$ cat config.mk
export PLATFORM = sky130hd
export DESIGN_NAME = elastic_buffer
export DESIGN_NICKNAME = d
export VERILOG_FILES = /design/src/rtl/elastic_buffer_pkg.sv /design/src/rtl/modn_counter.sv /design/src/rtl/elastic_buffer.sv
export SDC_FILE = /design/constraint.sdc
export NUM_CORES = 1
export LEC_CHECK = 0
export BUFFER_PORTS_ARGS = -buffer_cell sky130_fd_sc_hd__buf_2
export CORE_AREA = 2 2 39 41
export DETAILED_ROUTE_END_ITERATION = 6
export DIE_AREA = 0 0 41 43
export GPL_ROUTABILITY_DRIVEN = 0
export PLACE_DENSITY = 0.54
export SLEW_MARGIN = 20
export SYNTH_ARGS = -nofsm -noshare
export SYNTH_HDL_FRONTEND = slang
export SYNTH_HIERARCHICAL = 1
export SYNTH_SLANG_ARGS = --single-unit
$ cat constraint.sdc
create_clock -name clk_i -period 1.2 [get_ports clk_i]
set_clock_uncertainty 0.1 [all_clocks]
set_input_delay 0.24 -clock clk_i [delete_from_list [all_inputs] [get_ports clk_i]]
set_output_delay 0.24 -clock clk_i [all_outputs]
set_load 0.01 [all_outputs]
$ cat src/rtl/elastic_buffer_pkg.sv
// Shared helpers for the elastic buffer and its pointer counters.
package elastic_buffer_pkg;

  // Pointer width for an N-entry ring; never narrower than one bit.
  function automatic int unsigned ptr_width(input int unsigned n);
    return (n > 1) ? $clog2(n) : 1;
  endfunction

endpackage

$ cat src/rtl/modn_counter.sv
// Wrapping modulo-N counter with enable, synchronous clear and async active-low reset.
module modn_counter
  import elastic_buffer_pkg::*;
#(
  parameter int unsigned MODULUS = 2,
  localparam int unsigned W = ptr_width(MODULUS)
) (
  input  logic         clk_i,
  input  logic         rst_n_i,
  input  logic         clr_i,
  input  logic         en_i,
  output logic [W-1:0] cnt_o
);

  logic [W-1:0] cnt_q, cnt_d;

  always_comb begin
    cnt_d = cnt_q;
    if (clr_i) begin
      cnt_d = '0;
    end else if (en_i) begin
      cnt_d = (cnt_q == W'(MODULUS - 1)) ? '0 : cnt_q + 1'b1;
    end
  end

  always_ff @(posedge clk_i or negedge rst_n_i) begin
    if (!rst_n_i) begin
      cnt_q <= '0;
    end else begin
      cnt_q <= cnt_d;
    end
  end

  assign cnt_o = cnt_q;

endmodule

$ cat src/rtl/elastic_buffer.sv
// DEPTH-entry valid/ready elastic buffer; cuts ready timing, optional fall-through
// bypass when empty, synchronous flush and occupancy output.
module elastic_buffer
  import elastic_buffer_pkg::*;
#(
  parameter type         DATA_T       = logic,
  parameter int unsigned DEPTH        = 2,
  parameter bit          FALL_THROUGH = 1'b0,
  parameter bit          SKIP         = 1'b0,
  localparam int unsigned CntW        = $clog2(DEPTH + 1)
) (
  input  logic            clk_i,
  input  logic            rst_n_i,
  input  logic            flush_i,
  input  logic            valid_i,
  output logic            ready_o,
  input  DATA_T           data_i,
  output logic            valid_o,
  input  logic            ready_i,
  output DATA_T           data_o,
  output logic [CntW-1:0] count_o
);

  if (DEPTH < 1) begin : g_depth_chk
    $error("elastic_buffer: DEPTH must be >= 1");
  end

  if (SKIP) begin : g_skip
    assign valid_o = valid_i;
    assign ready_o = ready_i;
    assign data_o  = data_i;
    assign count_o = '0;
  end else begin : g_buf
    localparam int unsigned PtrW = ptr_width(DEPTH);

    DATA_T            mem_q [DEPTH];
    logic [PtrW-1:0]  head, tail;
    logic [CntW-1:0]  count_q, count_d;
    logic             empty, full, bypass_mode, bypass, push, pop;

    assign empty = (count_q == '0);
    assign full  = (count_q == CntW'(DEPTH));

    // Bypass only while empty so ordering against stored items is preserved.
    assign bypass_mode = FALL_THROUGH && empty;
    assign bypass      = bypass_mode && valid_i && ready_i && !flush_i;

    assign ready_o = !full && !flush_i;
    assign valid_o = bypass_mode ? (valid_i && !flush_i) : (!empty && !flush_i);
    assign data_o  = bypass_mode ? data_i : mem_q[head];

    assign push = valid_i && ready_o && !bypass;
    assign pop  = valid_o && ready_i && !bypass;

    always_comb begin
      count_d = count_q;
      if (flush_i) begin
        count_d = '0;
      end else if (push && !pop) begin
        count_d = count_q + 1'b1;
      end else if (pop && !push) begin
        count_d = count_q - 1'b1;
      end
    end

    always_ff @(posedge clk_i or negedge rst_n_i) begin
      if (!rst_n_i) begin
        count_q <= '0;
      end else begin
        count_q <= count_d;
      end
    end

    always_ff @(posedge clk_i or negedge rst_n_i) begin
      if (!rst_n_i) begin
        for (int i = 0; i < int'(DEPTH); i++) begin
          mem_q[i] <= '0;
        end
      end else if (push) begin
        mem_q[tail] <= data_i;
      end
    end

    modn_counter #(
      .MODULUS(DEPTH)
    ) u_head (
      .clk_i  (clk_i),
      .rst_n_i(rst_n_i),
      .clr_i  (flush_i),
      .en_i   (pop),
      .cnt_o  (head)
    );

    modn_counter #(
      .MODULUS(DEPTH)
    ) u_tail (
      .clk_i  (clk_i),
      .rst_n_i(rst_n_i),
      .clr_i  (flush_i),
      .en_i   (push),
      .cnt_o  (tail)
    );

    assign count_o = count_q;

    a_count_bound : assert property (@(posedge clk_i) disable iff (!rst_n_i)
      count_q <= CntW'(DEPTH));
    a_no_push_full : assert property (@(posedge clk_i) disable iff (!rst_n_i)
      !(push && full));
    a_no_pop_empty : assert property (@(posedge clk_i) disable iff (!rst_n_i)
      !(pop && empty));
  end

endmodule
# Word-level counts from Yosys, hierarchy flattened
# Cells that the tools add are included.
totals:
  regBits: 6
  inputBits: 6
  output_inout_bits: 5
  elab_cells: 46
classes:
  add_sub_neg: 4
  n_lt_le_gt_ge: 3
  eq_ne: 1
  mux: 15
  bitwise_logic: 2
  reduce_logical: 16
op_table:
  columns: ["op", "n"]
  rows:
  - ["1-bit two-way mux", 10]
  - ["1-bit logical AND", 7]
  - ["2-bit two-way mux", 3]
  - ["1-bit logical NOT", 5]
  - ["2-bit >= comparator (second input constant)", 2]
  - ["1-bit inverter with 2-bit output", 2]
  - ["2-bit nonzero test", 2]
  - ["3-bit nonzero test", 1]
  - ["1-bit adder (second input constant)", 2]
  - ["2-bit by 1-bit adder with 2-bit output (second input constant)", 1]
  - ["2-bit bitwise mux", 1]
  - ["2-bit == test (second input constant)", 1]
  - ["2-bit logical NOT", 1]
  - ["2-bit by 1-bit < comparator with 1-bit output (second input constant)", 1]
  - ["2-bit by 1-bit subtractor with 2-bit output (second input constant)", 1]
  - ["1-bit demux with 1-bit select", 1]

# Longest topological paths before layout
# Gate-level depths: netlist of the first run.
depth:
  depth_word: 9
  mapped_depth: 5
  depth_no_buf: 5

# Modules after synthesis
# Netlist of the first run, hierarchy kept.
by_module_without_submodules:
  columns: ["mod", "n_inst", "cells_each", "area_per_inst_um2", "seq_area_each_um2"]
  rows:
  - ["elastic_buffer", 1, 27, 267.8, 100.1]
  - ["modn_counter", 2, 3, 37.5, 25.0]

# Worst setup path before layout of the first run
# OpenSTA, ideal clock, no wires.
synth_timing:
  path_type: "flip-flop to flip-flop"
  start: "register g_buf.count_q[1], in the netlist count_o[1]"
  end: "register g_buf.mem_q[0] (netlist name)"
  setup_time_ps: 128
  t_arrival_ps: 1154
  required_ps: 972
  slack_ps: -182
  path_stages_with_launch: 4
  n_path_buf: 0
  synth_period_minus_slack_ps: 1382
  path_cell_list: "dfrtp_1 nor2b_4 nor4b_2 mux2_1"
synth_between:
  elab_chain_cells: 4
synth_rtl:
  columns: ["item", "line", "rtl"]
  rows:
  - ["start, declared", "elastic_buffer.sv:38", "logic [CntW-1:0] count_q, count_d;"]
  - ["start signal, assigned", "elastic_buffer.sv:70", "count_q <= count_d;"]
  - ["2-bit == test", "elastic_buffer.sv:42", "assign full = (count_q == CntW'(DEPTH));"]
  - ["1-bit logical NOT", "elastic_buffer.sv:48", "assign ready_o = !full && !flush_i;"]
  - ["1-bit logical AND", "elastic_buffer.sv:48", null]
  - ["1-bit logical AND", "elastic_buffer.sv:52", "assign push = valid_i && ready_o && !bypass;"]
  - ["end signal, assigned by index", "elastic_buffer.sv:80", "mem_q[tail] <= data_i;"]
  - ["end, declared", "elastic_buffer.sv:36", "DATA_T mem_q [DEPTH];"]
# Every way passes these cells.
# A chain may end at the register's enable or synchronous reset.

# Worst setup path in the final report of the first run
# Ends and elaborated chain as after synthesis.

==> metrics.md, run 1 <==
| Metric | Value |
|---|---|
| Row count | 14 |
| CP Cell Sequence | nor2b_4 > buf_4 > nor4b_4 > mux2_4 |
| Main area contributors after synthesis | dfrtp_1, mux2_1, nor2_1 |
| CTS Buf Count | 3 |
| Netlist Area Pre-Place | 343 um^2 |
| FF-to-FF Start | count_o[1]$_DFFE_PN0P_ |
| Maximum vdd drop | 0.608 mV |
| Post-Synthesis Cells | 33 |
| Startpoint class of the critical path | flop |
| Crit path arrival time | 1.48 ns |
| Root Driver | clkbuf_4 |
| Minimum clock period | around 1.5 ns |
| FF-to-FF path depth | 4 |
| Clock share of power | 30.5% |
| DP Wirelength | 573 um |
| Fmax | a little under 0.7 GHz |
| Post-place setup slack | -0.114 ns |
| Int Power | 0.481 mW |
| Slew headroom | a little over four fifths |
| DRT antenna net count | 0 |
| Outcome | finished with violations |
| Final core utilization | 44.6% |
| Number of hold violations in the final report | 0 |
| Flop pwr share | around two fifths |
| Fraction of layout cells with a size suffix above 1 | between 60% and 70% |
| Port buffer count | 10 |
| Via count | 331 |
| Drt via density | 4.30 |
| Leading area contributor after synthesis | dfrtp_1 |
| Worst Path Max Fanout | 3 |
| Share of the synthesized area in the top cell type | 43.8% |
| Routed WL per cell | 10.9 um |
| Slowest library cell on the worst path | dfrtp_2 |
| Worst min-delay path class | in2reg |
| Post-synthesis area per instance | between 10 and 15 um^2 |
| Switching share of power | 26.1% |
| Clock transition at path regs | 0.05 ns |
| Seq/Total Area, Yosys | between 40 and 50% |
| Detailed Route WL | 841 um |
| P_leak | around 0.28 nW |
| Initial antenna violation count | 0 |
| Largest family of logic cells by synthesized area | simple AND/OR/NAND/NOR gates |
| CP Capture Point | g_buf.mem_q[0]$_DFFE_PN0P_ |
| Max stage delay on crit path | roughly 0.4 ns |
| Post-Syn Nets | 39 |
| Synth Area in Adders | 0% |
| First-pass GRT wire length | 1.39 mm |
| Fillers | 145 |
| Crit share post-route | 122% |
| GR Overflow Total | 0 |
| Initial core utilization | 24.8% |
| Die H | approximately 43 um |
| First-pass DRT Iterations | 2 |
| Pin count of the biggest net entering global routing | 7 |
| Compound-gate portion of the synthesized area | 8.39% |
| Worst skew pair latency | 0.25 ns |
| Final nets | 68 |
| CP required | 1.22 ns |
| Sw power | 0.170 mW |
| Total Routing Usage GR | 12.2% |
| Initial DRC count | 2 |
| Largest buffer count on any clock path | 2 |
| Total power | 0.651 mW |
| CP Class | reg2reg |
| CTS tree | done |
| CTS sink cnt | 6 |
| Pwr/cell area | 1050 mW/mm^2 |
| Setup violations, final | 11 |
| H-Tree Level Count | 1 |
| Antenna cells | 0 |
| Failing checks | negative setup slack |
| Multiplexer share of the synthesized area | about an eighth |
| DRC | 0 |
| Worst setup startpoint | count_o[1]$_DFFE_PN0P_ |
| RR Endpoint | g_buf.mem_q[0]$_DFFE_PN0P_ |
| Max Slew Vio Count | 0 |
| Seq cells post-synth | 6 |
| R2R Setup Slk | -0.26 ns |
| Synth Area in XOR/XNOR | 5.11% |
| Post-Layout Cell Count | 77 |
| Worst-margin pin slew | 0.239 ns |
| RSZ-0062 raised after global routing | true |
| Max Cap Viol | 0 |
| Crit end category | flop |
| Die area | between 0.0015 and 0.002 mm^2 |
| Hold Path Origin | data_i |
| Library cells used by synthesis | 19 |
| Inst Count DP | 67 |
| Core area | 0.00138 mm^2 |
| Synth warnings | 6 |
| Die Width | 41 um |
| Comb power frac | 30.9% |
| P&R area growth vs syn | 79.9% |
| Vias in the first global route | between 300 and 400 |
| # IOs | 11 |
| Final WS setup | -0.260 ns |
| Simple-gate share of the synthesized area | 28.8% |
worst min path at each step:
stage	cells past startpoint	to
after floorplan	0	count_o[0]$_DFFE_PN0P_
after global placement	1	g_buf.u_tail/cnt_o$_DFFE_PN0P_
after detailed placement	1	g_buf.u_tail/cnt_o$_DFFE_PN0P_
after CTS	2	g_buf.mem_q[1]$_DFFE_PN0P_
after global routing	2	g_buf.mem_q[1]$_DFFE_PN0P_
final	2	g_buf.mem_q[1]$_DFFE_PN0P_
critical path, delay by kind of cell (launching register included):
family	cells	cell delay (ns)
buffers and inverters	1	0.14
and+or+nand+nor	2	0.37
DFF	1	0.40
muxes	1	0.33
logic make-up (layout without fill, tap and decap cells):
logic type	count (synthesis)	after routing
buffers and inverters	1	29
multiplexers	4	4
flip-flops	6	6
AO/OA/AOI/OAI	5	5
XOR/XNOR	2	2
AND/OR/NAND/NOR	15	15
metrics by stage:
stage	hold slack, ns	setup TNS [ns]	area [um^2]
after floorplan	-0.156	-0.236	348
final	0.154	-1.78	617
after global placement	-0.0309	-0.295	478
after global routing	0.167	-2.34	617
after detailed placement	-0.0301	-0.360	478
after CTS	0.140	-1.48	593
final cells by class:
cell class / instances / area [um^2] / share of cell area, %
clock buffers: 4 / 26.3 / 4.26
inverters: 1 / 3.75 / 0.609
multi-input cells: 26 / 233 / 37.7
flip-flops and latches: 6 / 153 / 24.7
well taps: 16 / 20.0 / 3.25
repair buffers: 24 / 181 / 29.4
placed cells by master, fill, tap and decap left out:
cell type,synthesis,layout
o22ai_1,1,1
a21oi_2,0,1
nor2_2,0,3
clkbuf_1,0,1
dfrtp_2,0,2
clkbuf_4,0,3
dfrtp_1,6,4
inv_2,1,1
buf_2,0,8
nor4_2,1,1
o21a_1,1,1
mux2_4,0,2
a21oi_1,3,2
nor4b_4,0,1
buf_6,0,5
nor2_1,5,2
mux2i_1,1,1
nor2b_4,1,1
nor3_4,0,1
nand2_2,0,1
or2_4,0,1
nand2_1,2,1
mux2_1,2,1
buf_4,0,10
nor2b_1,1,1
nor3b_1,1,1
xnor2_1,2,2
and2_1,1,1
dlygate4sd3_1,0,1
Yosys cell counts:
library cell	number
nor4_2	1
nand2_1	2
inv_2	1
nor4b_2	1
nor3b_1	1
mux2_2	1
xnor2_1	2
dfrtp_1	6
mux2i_1	1
nor3_1	1
nor2b_4	1
o21a_1	1
o22ai_1	1
nor2_1	5
and2_1	1
a21oi_1	3
mux2_1	2
nor2b_1	1
or2_2	1
registers in the layout, summed over array words and instances (netlist names):
register and count:
g_buf.u_tail/cnt_o 1, count_o 2, g_buf.mem_q 2, g_buf.u_head/cnt_o 1
routing by layer:
| metal | track usage (%) | up-vias | part of all wire [%] |
|---|---|---|---|
| met1 | 16.2 | 152 | 47 |
| met5 | 0 | - | 0 |
| met4 | 8.00 | 0 | 0 |
| li1 | - | 170 | - |
| met2 | 16.6 | 9 | 47 |
| met3 | 3.14 | 0 | 5.5 |
what timing repair did:
action	CTS	global route
hold buffers	1	0
setup endpoints to repair	9	11
pin swaps	3	5
hold endpoints to repair	6	0
gates resized for setup	10	5
setup buffers	4	2
gates cloned	0	0
power groups by stage:
stage	Combinational (mW)	Clock, mW	Sequential [mW]
after floorplan	0.0670	0	0.252
after CTS	0.187	0.212	0.249
final	0.201	0.198	0.251
after global routing	0.219	0.222	0.254
after global placement	0.134	0	0.252
after detailed placement	0.136	0	0.252
(Power assumes the default switching activity.)
==> run 2: changes to the inputs <==
--- a/config.mk
+++ b/config.mk
@@ -6,11 +6,13 @@
 export NUM_CORES = 1
 export LEC_CHECK = 0
 export BUFFER_PORTS_ARGS = -buffer_cell sky130_fd_sc_hd__buf_2
+export CAP_MARGIN = 25
 export CORE_AREA = 2 2 39 41
 export DETAILED_ROUTE_END_ITERATION = 6
 export DIE_AREA = 0 0 41 43
 export GPL_ROUTABILITY_DRIVEN = 0
 export PLACE_DENSITY = 0.54
+export SETUP_SLACK_MARGIN = 0.15
 export SLEW_MARGIN = 20
 export SYNTH_ARGS = -nofsm -noshare
 export SYNTH_HDL_FRONTEND = slang
==> run 2 against run 1 <==
  * Register-to-register slack improved by 0.04 ns
  * Non-clock buffer count fell by 2
  * The flow still finishes with violations (negative setup slack)
  * Critical path type is now reg2out
  * First-iteration DRC count fell by 50%
  * Sequential power barely moved
  * Clock power fell by 5%
  * Global-route usage fell by 2.0 points
==> metrics.md, run 2 (synthesized netlist as in run 1, its figures left out) <==
| Metric | Value |
|---|---|
| Max Slew Vio Count | 0 (unchanged) |
| Routed WL per cell | 10.6 um (-2.5%) |
| CTS Buf Count | 3 (unchanged) |
| Die Width | 41 um (unchanged) |
| Worst Path Max Fanout | 3 (unchanged) |
| Initial core utilization | 24.8% (unchanged) |
| Die H | 43 um (unchanged) |
| Commonest non-fill, non-tap cell in the layout | buf_4 |
| Post-Layout Cell Count | 74 (-3.9%) |
| RR Endpoint | g_buf.mem_q[0]$_DFFE_PN0P_ |
| Fillers | 136 (-6.2%) |
| DRC | 0 (unchanged) |
| Max Cap Viol | 0 (unchanged) |
| Fraction of layout cells with a size suffix above 1 | 62.1% (-5.1 points) |
| Total power | 0.626 mW (-3.8%) |
| Final WS setup | -0.219 ns (+0.0403 ns) |
| H-Tree Level Count | 1 (unchanged) |
| Crit end category | primary output |
| Largest buffer count on any clock path | 2 (unchanged) |
| FF-to-FF path depth | 4 (unchanged) |
| CP Class | reg2out |
| Sw power | 0.166 mW (-2.1%) |
| Most frequent cells in the layout | buf_4, buf_2, dfrtp_1 |
| GR Overflow Total | 0 (unchanged) |
| Flop pwr share | 40.4% (+1.8 points) |
| Via count | 328 (-0.91%) |
| Root Driver | clkbuf_4 |
| Number of hold violations in the final report | 0 (unchanged) |
| Final nets | 66 (-2.9%) |
| First-pass GRT wire length | 1.19 mm (-14%) |
| CP required | 0.86 ns (-0.36 ns) |
| Hold_ws | 0.145 ns (-0.00890 ns) |
| Comb power frac | 29.5% (-1.4 points) |
| Pin count of the biggest net entering global routing | 7 (unchanged) |
| Worst min-delay path class | in2reg |
| Detailed Route WL | 788 um (-6.3%) |
| Slowest library cell on the worst path | dfrtp_2 |
| Crit share post-route | 118% (-3.4 points) |
| Worst skew pair latency | 0.24 ns (about the same) |
| Setup violations, final | 11 (unchanged) |
| # IOs | 11 (unchanged) |
| Final core utilization | 41.6% (-3.0 points) |
| DP Wirelength | 557 um (-2.7%) |
| P&R area growth vs syn | 67.9% |
| CTS tree | done |
| Initial antenna violation count | 0 (unchanged) |
| Switching share of power | 26.5% (+0.47 points) |
| P_leak | 0.263 nW (-5.3%) |
| Core area | 0.00138 mm^2 (unchanged) |
| CP Cell Sequence | nor2b_4 > buf_6 > nor2_2 > buf_2 |
| Slew headroom | 84.4% (+0.44 points) |
| FF-to-FF Start | count_o[1]$_DFFE_PN0P_ |
| Inst Count DP | 65 (-3.0%) |
| Minimum clock period | 1.42 ns (-0.0403 ns) |
| Clock share of power | 30.1% (-0.4 points) |
| Pwr/cell area | 1090 mW/mm^2 (+3.1%) |
| Die area | 0.00176 mm^2 (unchanged) |
| Total Routing Usage GR | 10.2% (-2.0 points) |
| Port buffer count | 10 (unchanged) |
| Clock transition at path regs | 0.05 ns (about the same) |
| CP Capture Point | ready_o |
| Worst-margin pin slew | 0.233 ns (-0.00654 ns) |
| Initial DRC count | 1 (-1) |
| Startpoint class of the critical path | flop |
| Fmax | 0.705 GHz (+2.8%) |
| Failing checks | negative setup slack |
| Worst setup startpoint | count_o[0]$_DFFE_PN0P_ |
| DRT antenna net count | 0 (unchanged) |
| Row count | 14 (unchanged) |
| Antenna cells | 0 (unchanged) |
| First-pass DRT Iterations | 2 (unchanged) |
| Max stage delay on crit path | 0.44 ns (+0.04 ns) |
| Maximum vdd drop | 0.518 mV (-15%) |
| Drt via density | 4.43 (+3.1%) |
| Vias in the first global route | 300 (-8.3%) |
| Int Power | 0.460 mW (-4.4%) |
| CTS sink cnt | 6 (unchanged) |
| Outcome | finished with violations |
| RSZ-0062 raised after global routing | true |
| Crit path arrival time | 1.08 ns (-0.40 ns) |
| R2R Setup Slk | -0.22 ns (+0.04 ns) |
run 2: worst min-delay path by stage:
stage	start	depth (start not counted)	to	slack [ns]
floorplan	rst_n_i	0	count_o[0]$_DFFE_PN0P_	-0.16
global placement	rst_n_i	1	g_buf.mem_q[1]$_DFFE_PN0P_	-0.03
detailed placement	rst_n_i	1	g_buf.u_head/cnt_o$_DFFE_PN0P_	-0.03
CTS	data_i	2	g_buf.mem_q[1]$_DFFE_PN0P_	0.13
global route	data_i	2	g_buf.mem_q[1]$_DFFE_PN0P_	0.14
finish	data_i	2	g_buf.mem_q[1]$_DFFE_PN0P_	0.14
run 2: critical path: cells and delay by family (launching register included):
| kind | cells | cell delay, ns |
|---|---|---|
| flip-flops | 1 | 0.44 |
| buffers and inverters | 2 | 0.23 |
| AND/OR/NAND/NOR | 2 | 0.17 |
run 2: stage by stage:
step / worst slack [ns] / cell area (um^2) / setup TNS, ns
3_5_place_dp: -0.114 / 463 / -0.397
3_3_place_gp: -0.0904 / 463 / -0.276
4_1_cts: -0.232 / 552 / -1.40
5_1_grt: -0.261 / 576 / -2.03
6_report: -0.219 / 576 / -1.43
2_1_floorplan: -0.155 / 348 / -0.236
run 2: repair_timing:
item / CTS / global route
buffers inserted: 3 / 2
hold buffers: 1 / 0
gates resized for setup: 7 / 2
pin swaps: 0 / 1
endpoints found under the hold margin: 6 / 0
setup endpoints to repair: 11 / 11
run 2: power by group through the flow:
stage                     Combinational (mW)  Sequential, mW  Clock [mW]
after floorplan                       0.0670           0.252           0
final                                  0.184           0.253       0.188
after global placement                 0.125           0.253           0
after CTS                              0.165           0.253       0.192
after detailed placement               0.126           0.255           0
after global routing                   0.200           0.255       0.208
run 2: final cells by class:
class                           instances  area (um^2)  share of cell area (%)
Clock buffer                            3         22.5                    3.91
Sequential cell                         6          153                    26.5
Inverter                                1         3.75                   0.652
Tap cell                               16         20.0                    3.48
Timing Repair Buffer                   22          159                    27.6
Multi-Input combinational cell         26          218                    37.8
run 2: layer usage:
| layer | GRT usage [%] | wire length (um) | vias up |
|---|---|---|---|
| met1 | 11.8 | 358 | 151 |
| li1 | - | - | 168 |
| met4 | 4.00 | 0 | 0 |
| met5 | 0 | 0 | - |
| met3 | 6.28 | 39 | 0 |
| met2 | 14.7 | 389 | 9 |
